[src/rtl/pipeline_pkg.sv]
// rtl/pipeline_pkg.sv - shared pipeline defaults and fetch state encoding
package pipeline_pkg;

  localparam logic [63:0] DEFAULT_RESET_PC  = 64'h0;
  localparam logic [31:0] DEFAULT_NOP_INSTR = 32'h0000_0013;

  typedef enum logic [1:0] {
    ST_REQ  = 2'd0,
    ST_DROP = 2'd1,
    ST_HOLD = 2'd2
  } fetch_state_e;

  function automatic logic [63:0] next_pc(input logic [63:0] pc);
    return pc + 64'd4;
  endfunction

endpackage

[src/rtl/if_id_reg.sv]
// rtl/if_id_reg.sv - stage register {addr, instr, valid} with load/hold/flush
module if_id_reg
  import pipeline_pkg::*;
#(
  parameter int          AW        = 64,
  parameter int          IW        = 32,
  parameter logic [31:0] NOP_INSTR = DEFAULT_NOP_INSTR
) (
  input  logic          clk,
  input  logic          reset,
  input  logic          load,
  input  logic          hold,
  input  logic          flush,
  input  logic [AW-1:0] d_addr,
  input  logic [IW-1:0] d_instr,
  input  logic          d_valid,
  output logic [AW-1:0] q_addr,
  output logic [IW-1:0] q_instr,
  output logic          q_valid
);

  // Flush beats hold beats load; with none asserted the contents stay put.
  always_ff @(posedge clk or negedge reset) begin
    if (!reset) begin
      q_addr  <= '0;
      q_instr <= IW'(NOP_INSTR);
      q_valid <= 1'b0;
    end else if (flush) begin
      q_addr  <= '0;
      q_instr <= IW'(NOP_INSTR);
      q_valid <= 1'b0;
    end else if (!hold && load) begin
      q_addr  <= d_addr;
      q_instr <= d_instr;
      q_valid <= d_valid;
    end
  end

endmodule

[src/rtl/instr_fetch.sv]
// rtl/instr_fetch.sv - instruction fetch stage with IF/ID register
module instr_fetch
  import pipeline_pkg::*;
#(
  parameter logic [63:0] RESET_PC  = DEFAULT_RESET_PC,
  parameter logic [31:0] NOP_INSTR = DEFAULT_NOP_INSTR
) (
  input  logic        clk,
  input  logic        reset,
  input  logic        stall,
  input  logic        branch_taken,
  input  logic [63:0] branch_target,
  output logic        imem_req,
  output logic [63:0] imem_addr,
  input  logic        imem_valid,
  input  logic [31:0] imem_rdata,
  output logic [63:0] Inst_Addr_Out,
  output logic [31:0] Instruction_Out,
  output logic        Valid_Out
);

  fetch_state_e state, state_n;
  logic [63:0]  pc, pc_n;
  logic [63:0]  redirect_pc, redirect_pc_n;
  logic [63:0]  hold_addr, hold_addr_n;
  logic [31:0]  hold_instr, hold_instr_n;
  logic         hold_full, hold_full_n;

  logic         ifid_load, ifid_hold, ifid_flush;
  logic [63:0]  ifid_addr;
  logic [31:0]  ifid_instr;
  logic         ifid_valid;
  logic         resp;

  assign imem_req  = reset && (state != ST_HOLD);
  assign imem_addr = pc;
  assign resp      = imem_req && imem_valid;

  always_ff @(posedge clk or negedge reset) begin
    if (!reset) begin
      state       <= ST_REQ;
      pc          <= RESET_PC;
      redirect_pc <= RESET_PC;
      hold_addr   <= '0;
      hold_instr  <= NOP_INSTR;
      hold_full   <= 1'b0;
    end else begin
      state       <= state_n;
      pc          <= pc_n;
      redirect_pc <= redirect_pc_n;
      hold_addr   <= hold_addr_n;
      hold_instr  <= hold_instr_n;
      hold_full   <= hold_full_n;
    end
  end

  always_comb begin
    state_n       = state;
    pc_n          = pc;
    redirect_pc_n = redirect_pc;
    hold_addr_n   = hold_addr;
    hold_instr_n  = hold_instr;
    hold_full_n   = hold_full;
    ifid_load     = 1'b0;
    ifid_hold     = 1'b0;
    ifid_flush    = 1'b0;
    ifid_addr     = pc;
    ifid_instr    = imem_rdata;
    ifid_valid    = 1'b1;

    if (branch_taken) begin
      ifid_flush  = 1'b1;
      hold_full_n = 1'b0;
      // An unanswered request must keep its address, so park the target.
      if (state != ST_HOLD && !resp) begin
        redirect_pc_n = branch_target;
        state_n       = ST_DROP;
      end else begin
        pc_n    = branch_target;
        state_n = ST_REQ;
      end
    end else begin
      case (state)
        ST_REQ: begin
          if (resp) begin
            pc_n = next_pc(pc);
            if (stall) begin
              ifid_hold    = 1'b1;
              hold_addr_n  = pc;
              hold_instr_n = imem_rdata;
              hold_full_n  = 1'b1;
              state_n      = ST_HOLD;
            end else begin
              ifid_load = 1'b1;
            end
          end else if (stall) begin
            ifid_hold = 1'b1;
          end else begin
            ifid_load  = 1'b1;
            ifid_addr  = Inst_Addr_Out;
            ifid_instr = Instruction_Out;
            ifid_valid = 1'b0;
          end
        end
        ST_DROP: begin
          ifid_hold = 1'b1;
          if (resp) begin
            pc_n    = redirect_pc;
            state_n = ST_REQ;
          end
        end
        ST_HOLD: begin
          if (stall) begin
            ifid_hold = 1'b1;
          end else begin
            ifid_load   = 1'b1;
            ifid_addr   = hold_addr;
            ifid_instr  = hold_instr;
            ifid_valid  = hold_full;
            hold_full_n = 1'b0;
            state_n     = ST_REQ;
          end
        end
        default: state_n = ST_REQ;
      endcase
    end
  end

  if_id_reg #(
    .AW        (64),
    .IW        (32),
    .NOP_INSTR (NOP_INSTR)
  ) u_if_id (
    .clk     (clk),
    .reset   (reset),
    .load    (ifid_load),
    .hold    (ifid_hold),
    .flush   (ifid_flush),
    .d_addr  (ifid_addr),
    .d_instr (ifid_instr),
    .d_valid (ifid_valid),
    .q_addr  (Inst_Addr_Out),
    .q_instr (Instruction_Out),
    .q_valid (Valid_Out)
  );

endmodule
[config.mk]
export PLATFORM = sky130hd
export DESIGN_NAME = instr_fetch
export DESIGN_NICKNAME = d
export VERILOG_FILES = /design/src/rtl/pipeline_pkg.sv /design/src/rtl/if_id_reg.sv /design/src/rtl/instr_fetch.sv
export SDC_FILE = /design/constraint.sdc
export NUM_CORES = 1
export LEC_CHECK = 0
export CORE_MARGIN = 3
export CORE_UTILIZATION = 56
export CTS_CLUSTER_SIZE = 30
export DETAILED_ROUTE_END_ITERATION = 6
export PLACE_DENSITY = 0.83
export SYNTH_ARGS = -nofsm -noshare
export SYNTH_HDL_FRONTEND = slang
export SYNTH_HIERARCHICAL = 1
export SYNTH_SLANG_ARGS = --single-unit
export TNS_END_PERCENT = 1
[constraint.sdc]
create_clock -name clk -period 2.5 [get_ports clk]
set_input_delay 0.375 -clock clk [delete_from_list [all_inputs] [get_ports clk]]
set_output_delay 0.375 -clock clk [all_outputs]
set_load 0.1 [all_outputs]
# --- Word-level counts from Yosys, hierarchy flattened ---
# Cells that the tools add are included.
totals:
  regBits: 324
  input_bits: 101
  output_inout_bits: 162
  elab_cells: 80
classes:
  add_sub_neg: 1
  eq_ne: 9
  muxes: 43
  bitwise: 1
  reduce_logical: 17
ops:
  columns: ["op", "count"]
  rows:
  - ["$mux W64", 10]
  - ["$pmux W64 S2", 2]
  - ["$mux W32", 6]
  - ["$add A64 B3 Y64 const B", 1]
  - ["$pmux W32 S2", 1]
  - ["$mux W1", 15]
  - ["$ne A3 B3 Y1 const B", 4]
  - ["$mux W2", 5]
  - ["$reduce_and A4 Y1", 2]
  - ["$pmux W1 S2", 3]
  - ["$pmux W2 S3", 1]
  - ["$reduce_and A3 Y1", 2]
  - ["$reduce_bool A3 Y1", 2]
  - ["$ne A5 B5 Y1 const B", 1]
  - ["$logic_and A1 B1 Y1", 4]
  - ["$ne A2 B2 Y1 const B", 2]
  - ["$reduce_and A2 Y1", 2]
  - ["$eq A2 B1 Y1 const B", 1]
  - ["$eq A2 B2 Y1 const B", 1]
  - ["$logic_not A1 Y1", 2]
  - ["$logic_not A2 Y1", 1]
  - ["$reduce_bool A2 Y1", 1]
  - ["$reduce_or A2 Y1", 1]
  - ["$not A1 Y1", 1]

# --- Longest topological paths before layout ---
# Gate-level depths: netlist (run 1).
depth:
  depth_word: 8
  depth_mapped: 12

# --- By module ---
# The synthesis (run 1) kept the hierarchy.
by_module_without_submodules:
  columns: ["mod", "instances", "cells_each", "area_per_inst_um2", "seq_area_each_um2"]
  rows:
  - ["instr_fetch", 1, 1621, 14328.7, 5684.2]
  - ["if_id_reg", 1, 441, 4986.0, 2431.1]

# --- Worst setup path after synthesis (run 1) ---
# Ideal clock, no wire load.
synth_timing:
  path_kind: "reg-to-reg"
  start: "register pc[9] (netlist: imem_addr[9])"
  end: "register pc[63] (netlist: imem_addr[63])"
  setup_ns: 0.136
  arrival_ns: 2.831
  setup_slack_ns: -0.467
  path_stages_with_launch: 8
  path_buffers: 1
  period_less_slack_ns: 2.967
  path_cell_list: "dfrtp_1 buf_2 nand2_1 or4_4 nor4_4 and4_1 mux2i_1 o211ai_1"
synth_via:
  elab_chain_cells: 4
synth_rtl:
  columns: ["element", "line_no", "source"]
  rows:
  - ["start: declaration", "instr_fetch.sv:23", "logic [63:0] pc, pc_n;"]
  - ["start signal: assignment", "instr_fetch.sv:49", "pc <= pc_n;"]
  - ["$add A64 B3 Y64", "pipeline_pkg.sv:14", "return pc + 64'd4;"]
  - ["$mux W64", "instr_fetch.sv:85", "if (resp) begin"]
  - ["$pmux W64 S2", "instr_fetch.sv:83", "case (state)"]
  - ["$mux W64", "instr_fetch.sv:71", "if (branch_taken) begin"]
# No other way between the ends. The select of a mux whose other input is x is not followed.
# A chain may end at the register's enable or synchronous reset.

# --- Worst setup path after layout (run 1) ---
layout_timing:
  start: "register pc[21] (netlist: imem_addr[21])"
  end: "register pc[55] (netlist: imem_addr[55])"
# Same word-level chain as after synthesis.

==> results of run 1 <==
[registers in the layout (all words and copies together), names as in the netlist]
register         flops
hold_addr           64
u_if_id/q_valid      1
hold_instr          32
u_if_id/q_addr      64
redirect_pc         64
hold_full            1
state                2
u_if_id/q_instr     32
imem_addr           64
[per-stage QoR]
| stage | power [mW] | cell area (µm²) | util (%) |
|---|---|---|---|
| 2_1_floorplan | 11.3 | 19400 | - |
| 3_3_place_gp | 13.1 | 22400 | 66.4 |
| 3_5_place_dp | 13.3 | 22400 | 66.4 |
| 4_1_cts | 18.4 | 23600 | 69.7 |
| 5_1_grt | 19.2 | 23600 | 69.8 |
| 6_report | 18.4 | 23600 | 69.8 |
[repair_timing]
| action | 4_1_cts | 5_1_grt |
|---|---|---|
| cloned | 0 | 0 |
| endpoints found under the hold margin | 7 | 0 |
| hold buffers | 1 | 0 |
| setup endpoints to repair | 1 | 3 |
| resized for setup | 1 | 3 |
[power by group]
group	internal (mW)	switching (mW)	total (mW)	leakage, nW
sequential	6.22	0.859	7.08	4.05
combinational	2.09	4.14	6.23	5.52
clock	3.02	2.11	5.13	0.546
total	11.3	7.11	18.4	10.1
[how the worst max path moves through the flow]
stage          slack (ps)     startpoint            end
2_1_floorplan         -60   imem_addr[9]  imem_addr[63]
3_3_place_gp          210   imem_addr[3]  imem_addr[46]
3_5_place_dp          130   imem_addr[3]  imem_addr[46]
4_1_cts                 8       state[1]       imem_req
5_1_grt                30   imem_addr[3]  imem_addr[44]
6_report               70  imem_addr[21]  imem_addr[55]
[routing by layer]
metal / up-vias / part of all wire, % / wire length (µm)
li1: 7974 / - / -
met1: 8849 / 38 / 23900
met2: 1109 / 47 / 29900
met3: 247 / 8.9 / 5610
met4: 0 / 6.3 / 3970
met5: - / 0 / 0
[cells by family (layout without fill, tap and decap cells)]
| kind of cell | Yosys count | in the layout |
|---|---|---|
| muxes | 246 | 246 |
| AOI/OAI and AO/OA | 571 | 571 |
| DFF | 324 | 324 |
| adders and majority gates | 1 | 1 |
| other | 0 | 2 |
| xor gates and xnor gates | 6 | 6 |
| buffers and inverters | 230 | 455 |
| and+or+nand+nor | 684 | 684 |
[layout make-up]
type                       count  area, µm²  area share [%]
multi-input combinational   1508      10300            43.7
clock buffer                  62       1120            4.75
timing repair buffer         375       3340            14.2
inverter                      18       67.6           0.287
sequential                   324       8180            34.7
tap                          448        561            2.38
antenna                        2       5.00          0.0212
[layout by cell type (no fill, tap or decap), types with 5 or more instances in the layout]
cell type        netlist  routed
dfstp_2                6       6
or3_1                  7       7
clkbuf_1             152      15
a221o_1                5       5
nor3_1                85      85
nand2_1              164     163
dfrtp_1              318     279
buf_4                  3     252
clkbuf_8               0      10
clkbuf_16              0      37
a22oi_1               14      14
o221ai_1               7       7
dfrtp_2                0      32
nand3_1               27      26
nand4_1               23      23
o22a_1                54      54
nand2b_1             105     104
nor4_1                17      16
a211oi_1               7       7
clkdlybuf4s50_1        0      97
mux2_2               147     147
o21ai_1               13      13
o21ai_0              189     189
dfrtp_4                0       7
buf_12                 0      21
inv_1                 18      18
nand4bb_1             94      94
a21oi_1              174     173
o22ai_1                7       7
o31ai_1                7       7
and2_1                 9       9
o211ai_1               6       6
and3_1                29      29
o21ai_2               30      30
mux2i_1               99      99
a31oi_1               14      14
nor2_1                99      98
==> flow_metrics.env, run 1 <==
export IMPL_synth_adder_area_share_pct=0.0648
export IMPL_rsz0062_at_grt="no"
export IMPL_cts_clk_slew_worst_paths_ps=60
export IMPL_pre_cts_ws_ps=134
export IMPL_grt_overflow=0
export IMPL_synth_xor_area_share_pct=0.272
export IMPL_floorplan_initialDensity_pct=57.2
export IMPL_grt_antenna_before_repair=2
export IMPL_routabilityCongestion=0.986
export IMPL_r2r_cells=6
export IMPL_first_pass_iters=7
export IMPL_drv_slew=0
export IMPL_post_route_drc_count=0
export IMPL_grt_pass1_wl_um=98300
export IMPL_fmax_mhz=412
export IMPL_die_w_um=192
export IMPL_die_height_um=192
export IMPL_ant_nets=0
export IMPL_cp_num_buf_inv=0
export IMPL_n_fill_cell=2455
export IMPL_wirelength_um=63300
export IMPL_synth_compound_area_share_pct=18.1
export IMPL_holdPathStages=2
export IMPL_stdcell_count=2737
export IMPL_fin_setup_tns_ps=0
export IMPL_grt_max_degree=158
export IMPL_h_tree_depth=2
export IMPL_cpMaxStageDelayCell="or4_1"
export IMPL_cts_root_buf="clkbuf_16"
export IMPL_end_kind="register"
export IMPL_regToRegStartpoint="imem_addr[21]"
export IMPL_synth_cell_types=70
export IMPL_hold_start="branch_taken"
export IMPL_hpwl_um=41600
export IMPL_viasPerCell=6.64
export IMPL_rows=67
export IMPL_drive_above_1_share_pct=24.9
export IMPL_ys_seq_area_share_pct=42.0
export IMPL_syn_area_mm2=0.0193
export IMPL_cp_arrival_ps=2880
export IMPL_cts_sinks=324
export IMPL_path_class="reg -> reg"
export IMPL_outcome="completed"
export IMPL_final_period_utilization_pct=97.2
export IMPL_io_buffers=262
export IMPL_critPathRequiredTime_ps=2950
export IMPL_slew_limit_headroom_pct=40.7
export IMPL_crit_chain="nand2_1 -> or4_1 -> nor3_1 -> nand4_1 -> o31ai_1 -> o21bai_1"
export IMPL_reg2reg_to="imem_addr[55]"
export IMPL_ir_drop_mv=0.642
export IMPL_synth_top_cells_by_count="dfrtp_1, o21ai_0, a21oi_1"
export IMPL_grt_util_all_layers_pct=33.7
export IMPL_path_delay_family="simple AND/OR/NAND/NOR gates"
export IMPL_finalClockSkew_ps=16.0
export IMPL_hold_violations=0
export IMPL_yosysMostFrequentCell="dfrtp_1"
export IMPL_post_cts_buffers=0
export IMPL_critPathMaxStageDelay_ps=570
export IMPL_synth_top_area_cell="dfrtp_1"
export IMPL_tightest_slew_ps=890
export IMPL_use_met3_pct=5.46
export IMPL_cp_start_kind="register"
export IMPL_power_density_mw_per_mm2=782
export IMPL_worstHoldEndpoint="hold_full"
export IMPL_dp_cells=2672
export IMPL_synth_edf_count=0
export IMPL_drv_cap=0
export IMPL_synth_top_family_by_area="simple AND/OR/NAND/NOR gates"
export IMPL_path_depth=6
export IMPL_layout_setup_ws_ps=69.9
export IMPL_drtIter0Drc=2107
export IMPL_yosys_area_share_simple_pct=20.8
export IMPL_synth_top_area_share_pct=41.2
export IMPL_grt_use_met1_pct=44.1
export IMPL_r2r_slack_ps=70
export IMPL_ys_ff_latch=324
export IMPL_hold_ws_ps=162
export IMPL_setup_violations=0
export IMPL_met2_usage_pct=53.3
export IMPL_min_path_type="in -> reg"
export IMPL_nets=2365
export IMPL_synthArstFlopShare_pct=100
export IMPL_vias=18200
export IMPL_worstPathMaxFanout=8
export IMPL_leakagePower_nw=10.1
export IMPL_area_growth_pct=22.1
export IMPL_grt_busiest_layer="met2"
export IMPL_cts_buffers_inserted=36
export IMPL_synthMuxAreaShare_pct=13.7
export IMPL_ios=263
export IMPL_coreArea_mm2=0.0338
export IMPL_layout_min_cycle_time_ps=2430
export IMPL_clock_latency_ps=530
export IMPL_netlist_instances=2062
export IMPL_syn_num_nets=2164
export IMPL_grt_pass1_vias=17600
export IMPL_ys_top_cells_by_area="dfrtp_1, mux2_2, nand4bb_1"
export IMPL_synth_warnings=6
export IMPL_synth_avg_cell_area_um2=9.37
export IMPL_ys_dominant_reg_cell="dfrtp_1"
export IMPL_clock_path_buffers=3
export IMPL_cts_tree="built"
export IMPL_dieArea_mm2=0.0368
export IMPL_wire_per_inst_um=23.1
Note: power is estimated with default switching activity, not from simulation.
==> run 2: changes to the inputs <==
--- a/config.mk
+++ b/config.mk
@@ -5,6 +5,7 @@
 export SDC_FILE = /design/constraint.sdc
 export NUM_CORES = 1
 export LEC_CHECK = 0
+export ABC_CLOCK_PERIOD_IN_PS = 2500
 export CORE_MARGIN = 3
 export CORE_UTILIZATION = 56
 export CTS_CLUSTER_SIZE = 30
==> results of run 2 <==
Same layout as run 1: the final DEF is identical, and so are final timing and power.
==> run 3: changes to the inputs <==
--- a/config.mk
+++ b/config.mk
@@ -7,10 +7,11 @@
 export LEC_CHECK = 0
 export ABC_CLOCK_PERIOD_IN_PS = 2500
 export CORE_MARGIN = 3
-export CORE_UTILIZATION = 56
+export CORE_UTILIZATION = 58
+export CTS_BUF_LIST = sky130_fd_sc_hd__clkbuf_8
 export CTS_CLUSTER_SIZE = 30
 export DETAILED_ROUTE_END_ITERATION = 6
-export PLACE_DENSITY = 0.83
+export PLACE_DENSITY = 0.86
 export SYNTH_ARGS = -nofsm -noshare
 export SYNTH_HDL_FRONTEND = slang
 export SYNTH_HIERARCHICAL = 1
==> run 3 against run 2 <==
Clock skew up 1.0 ps. Non-clock buffer count down 2. Core utilization up 2.4 points. Sequential share of layout area down 0.059 points. Clock-buffer cell count up 13. Sequential power about the same. Worst hold slack better by 5.6 ps. Critical path type unchanged. Largest cell class unchanged. Highest routed layer unchanged.
==> flow_metrics.env, run 3 (synthesis gave the netlist of run 1 again) <==
export IMPL_power_density_mw_per_mm2=773
export IMPL_io_buffers=262
export IMPL_worstPathMaxFanout=5
export IMPL_die_height_um=188
export IMPL_drtIter0Drc=2020
export IMPL_r2r_slack_ps=40
export IMPL_final_cell_mix="dfrtp_1, buf_4, o21ai_0"
export IMPL_wirelength_um=63000
export IMPL_coreArea_mm2=0.0327
export IMPL_cts_sinks=324
export IMPL_grt_util_all_layers_pct=34.3
export IMPL_clock_path_buffers=3
export IMPL_grt_antenna_before_repair=1
export IMPL_hpwl_um=41100
export IMPL_grt_pass1_vias=17800
export IMPL_cts_clk_slew_worst_paths_ps=60
export IMPL_area_growth_pct=22.3
export IMPL_layout_min_cycle_time_ps=2460
export IMPL_end_kind="register"
export IMPL_reg2reg_to="imem_addr[52]"
export IMPL_setup_violations=0
export IMPL_ir_drop_mv=0.683
export IMPL_combPwrFrac_pct=34.1
export IMPL_finalClockSkew_ps=17.1
export IMPL_hold_violations=0
export IMPL_final_util_pct=72.2
export IMPL_fmax_mhz=406
export IMPL_clock_latency_ps=600
export IMPL_cts_root_buf="clkbuf_8"
export IMPL_worstSetupStartpoint="imem_addr[2]"
export IMPL_min_path_type="in -> async"
export IMPL_drv_cap=0
export IMPL_ant_nets=0
export IMPL_critPathRequiredTime_ps=2980
export IMPL_final_period_utilization_pct=98.5
export IMPL_wire_per_inst_um=22.8
export IMPL_drv_slew=0
export IMPL_cp_start_kind="register"
export IMPL_routabilityCongestion=0.935
export IMPL_crit_chain="ha_1 -> nand4_1 -> nor4_1 -> buf_4 -> nand4_1 -> nor4_2 -> buf_4 -> mux2i_1 -> a211o_1"
export IMPL_grt_overflow=0
export IMPL_nets=2382
export IMPL_p_switching_mw=7.19
export IMPL_power_frac_seq_pct=38.6
export IMPL_multiInputGateArea_mm2=0.0103
export IMPL_critPathMaxStageDelay_ps=440
export IMPL_sw_frac_of_total_pct=39.4
export IMPL_grt_pass1_wl_um=98600
export IMPL_post_route_drc_count=0
export IMPL_layout_setup_ws_ps=36.7
export IMPL_regToRegStartpoint="imem_addr[2]"
export IMPL_grt_max_degree=189
export IMPL_viasPerCell=6.58
export IMPL_outcome="completed"
export IMPL_dp_cells=2664
export IMPL_first_pass_iters=6
export IMPL_tightest_slew_ps=810
export IMPL_hold_ws_ps=168
export IMPL_cp_arrival_ps=2940
export IMPL_cts_buffers_inserted=55
export IMPL_r2r_cells=9
export IMPL_slew_limit_headroom_pct=46.0
export IMPL_vias=18200
export IMPL_power_frac_clock_pct=27.3
export IMPL_ios=263
export IMPL_cpMaxStageDelayCell="dfrtp_4"
export IMPL_floorplan_initialDensity_pct=59.1
export IMPL_internal_power_mw=11.1
export IMPL_die_w_um=188
export IMPL_rsz0062_at_grt="yes"
export IMPL_h_tree_depth=2
export IMPL_dieArea_mm2=0.0355
export IMPL_stdcell_count=2765
export IMPL_cts_tree="built"
export IMPL_pre_cts_ws_ps=73.7
export IMPL_layout_commonest_cell="dfrtp_1"
export IMPL_rows=66
export IMPL_regArea_mm2=0.00818
export IMPL_fin_total_pwr_mw=18.3
export IMPL_n_fill_cell=2363
export IMPL_drive_above_1_share_pct=26.0
export IMPL_leakagePower_nw=10.2
export IMPL_path_class="reg -> reg"
run 3: cell types whose count changed in the layout (fill, tap and decap cells not counted), moves of 2 or more:
cell       before  now
clkbuf_8       10   75
clkinv_2        0    5
inv_1          18   35
buf_4         252  248
clkbuf_16      37    0
clkbuf_1       15    0
buf_12         21   23
run 3: how the worst max path moves through the flow:
stage,to,slack (ps)
after detailed placement,imem_addr[46],70
final,imem_addr[52],40
after global placement,imem_addr[52],100
after floorplan,imem_addr[63],-60
after global routing,imem_addr[44],-40
after CTS,imem_req,30
run 3: routing by layer:
layer	vias up	global-route usage, %	wire (µm)
met4	0	21.1	4400
met2	1097	54.9	29400
met5	-	0	0
met3	276	5.47	5370
met1	8814	43.8	23900
li1	8003	-	-
run 3: worst max-delay path: cells and delay by family, from the launching register on:
| kind | cells | cell delay (ps) |
|---|---|---|
| AND/OR/NAND/NOR | 4 | 1080 |
| flip-flops | 1 | 440 |
| buffers and inverters | 2 | 330 |
| AO/OA/AOI/OAI | 1 | 270 |
| adder cells (fa/ha/maj) | 1 | 170 |
| multiplexers | 1 | 60 |
run 3: power groups by stage:
stage          registers [mW]  logic, mW  clock network [mW]
6_report                 7.06       6.22                4.98
5_1_grt                  7.15       6.56                5.28
3_3_place_gp             7.04       6.01                   0
4_1_cts                  7.03       6.19                5.04
3_5_place_dp             7.12       6.16                   0
2_1_floorplan            8.82       2.47                   0
run 3: metrics by stage:
step,instance area [µm²],TNS (ps)
after CTS,23600,0
after global placement,22400,0
after floorplan,19400,-125
final,23600,0
after global routing,23600,-64.4
after detailed placement,22400,0
run 3: timing repair:
action	CTS	global route
hold buffers	1	0
buffers inserted	0	0
gates resized for setup	3	3
setup endpoints to repair	1	7
hold endpoints to repair	25	0
run 3: final cells by class:
class	instances	share of cell area, %
Sequential cell	324	34.6
Tap cell	442	2.34
Antenna cell	1	0.0106
Inverter	18	0.286
Clock inverter	24	0.535
Multi-Input combinational cell	1508	43.6
Clock buffer	75	4.37
Timing Repair Buffer	373	14.2
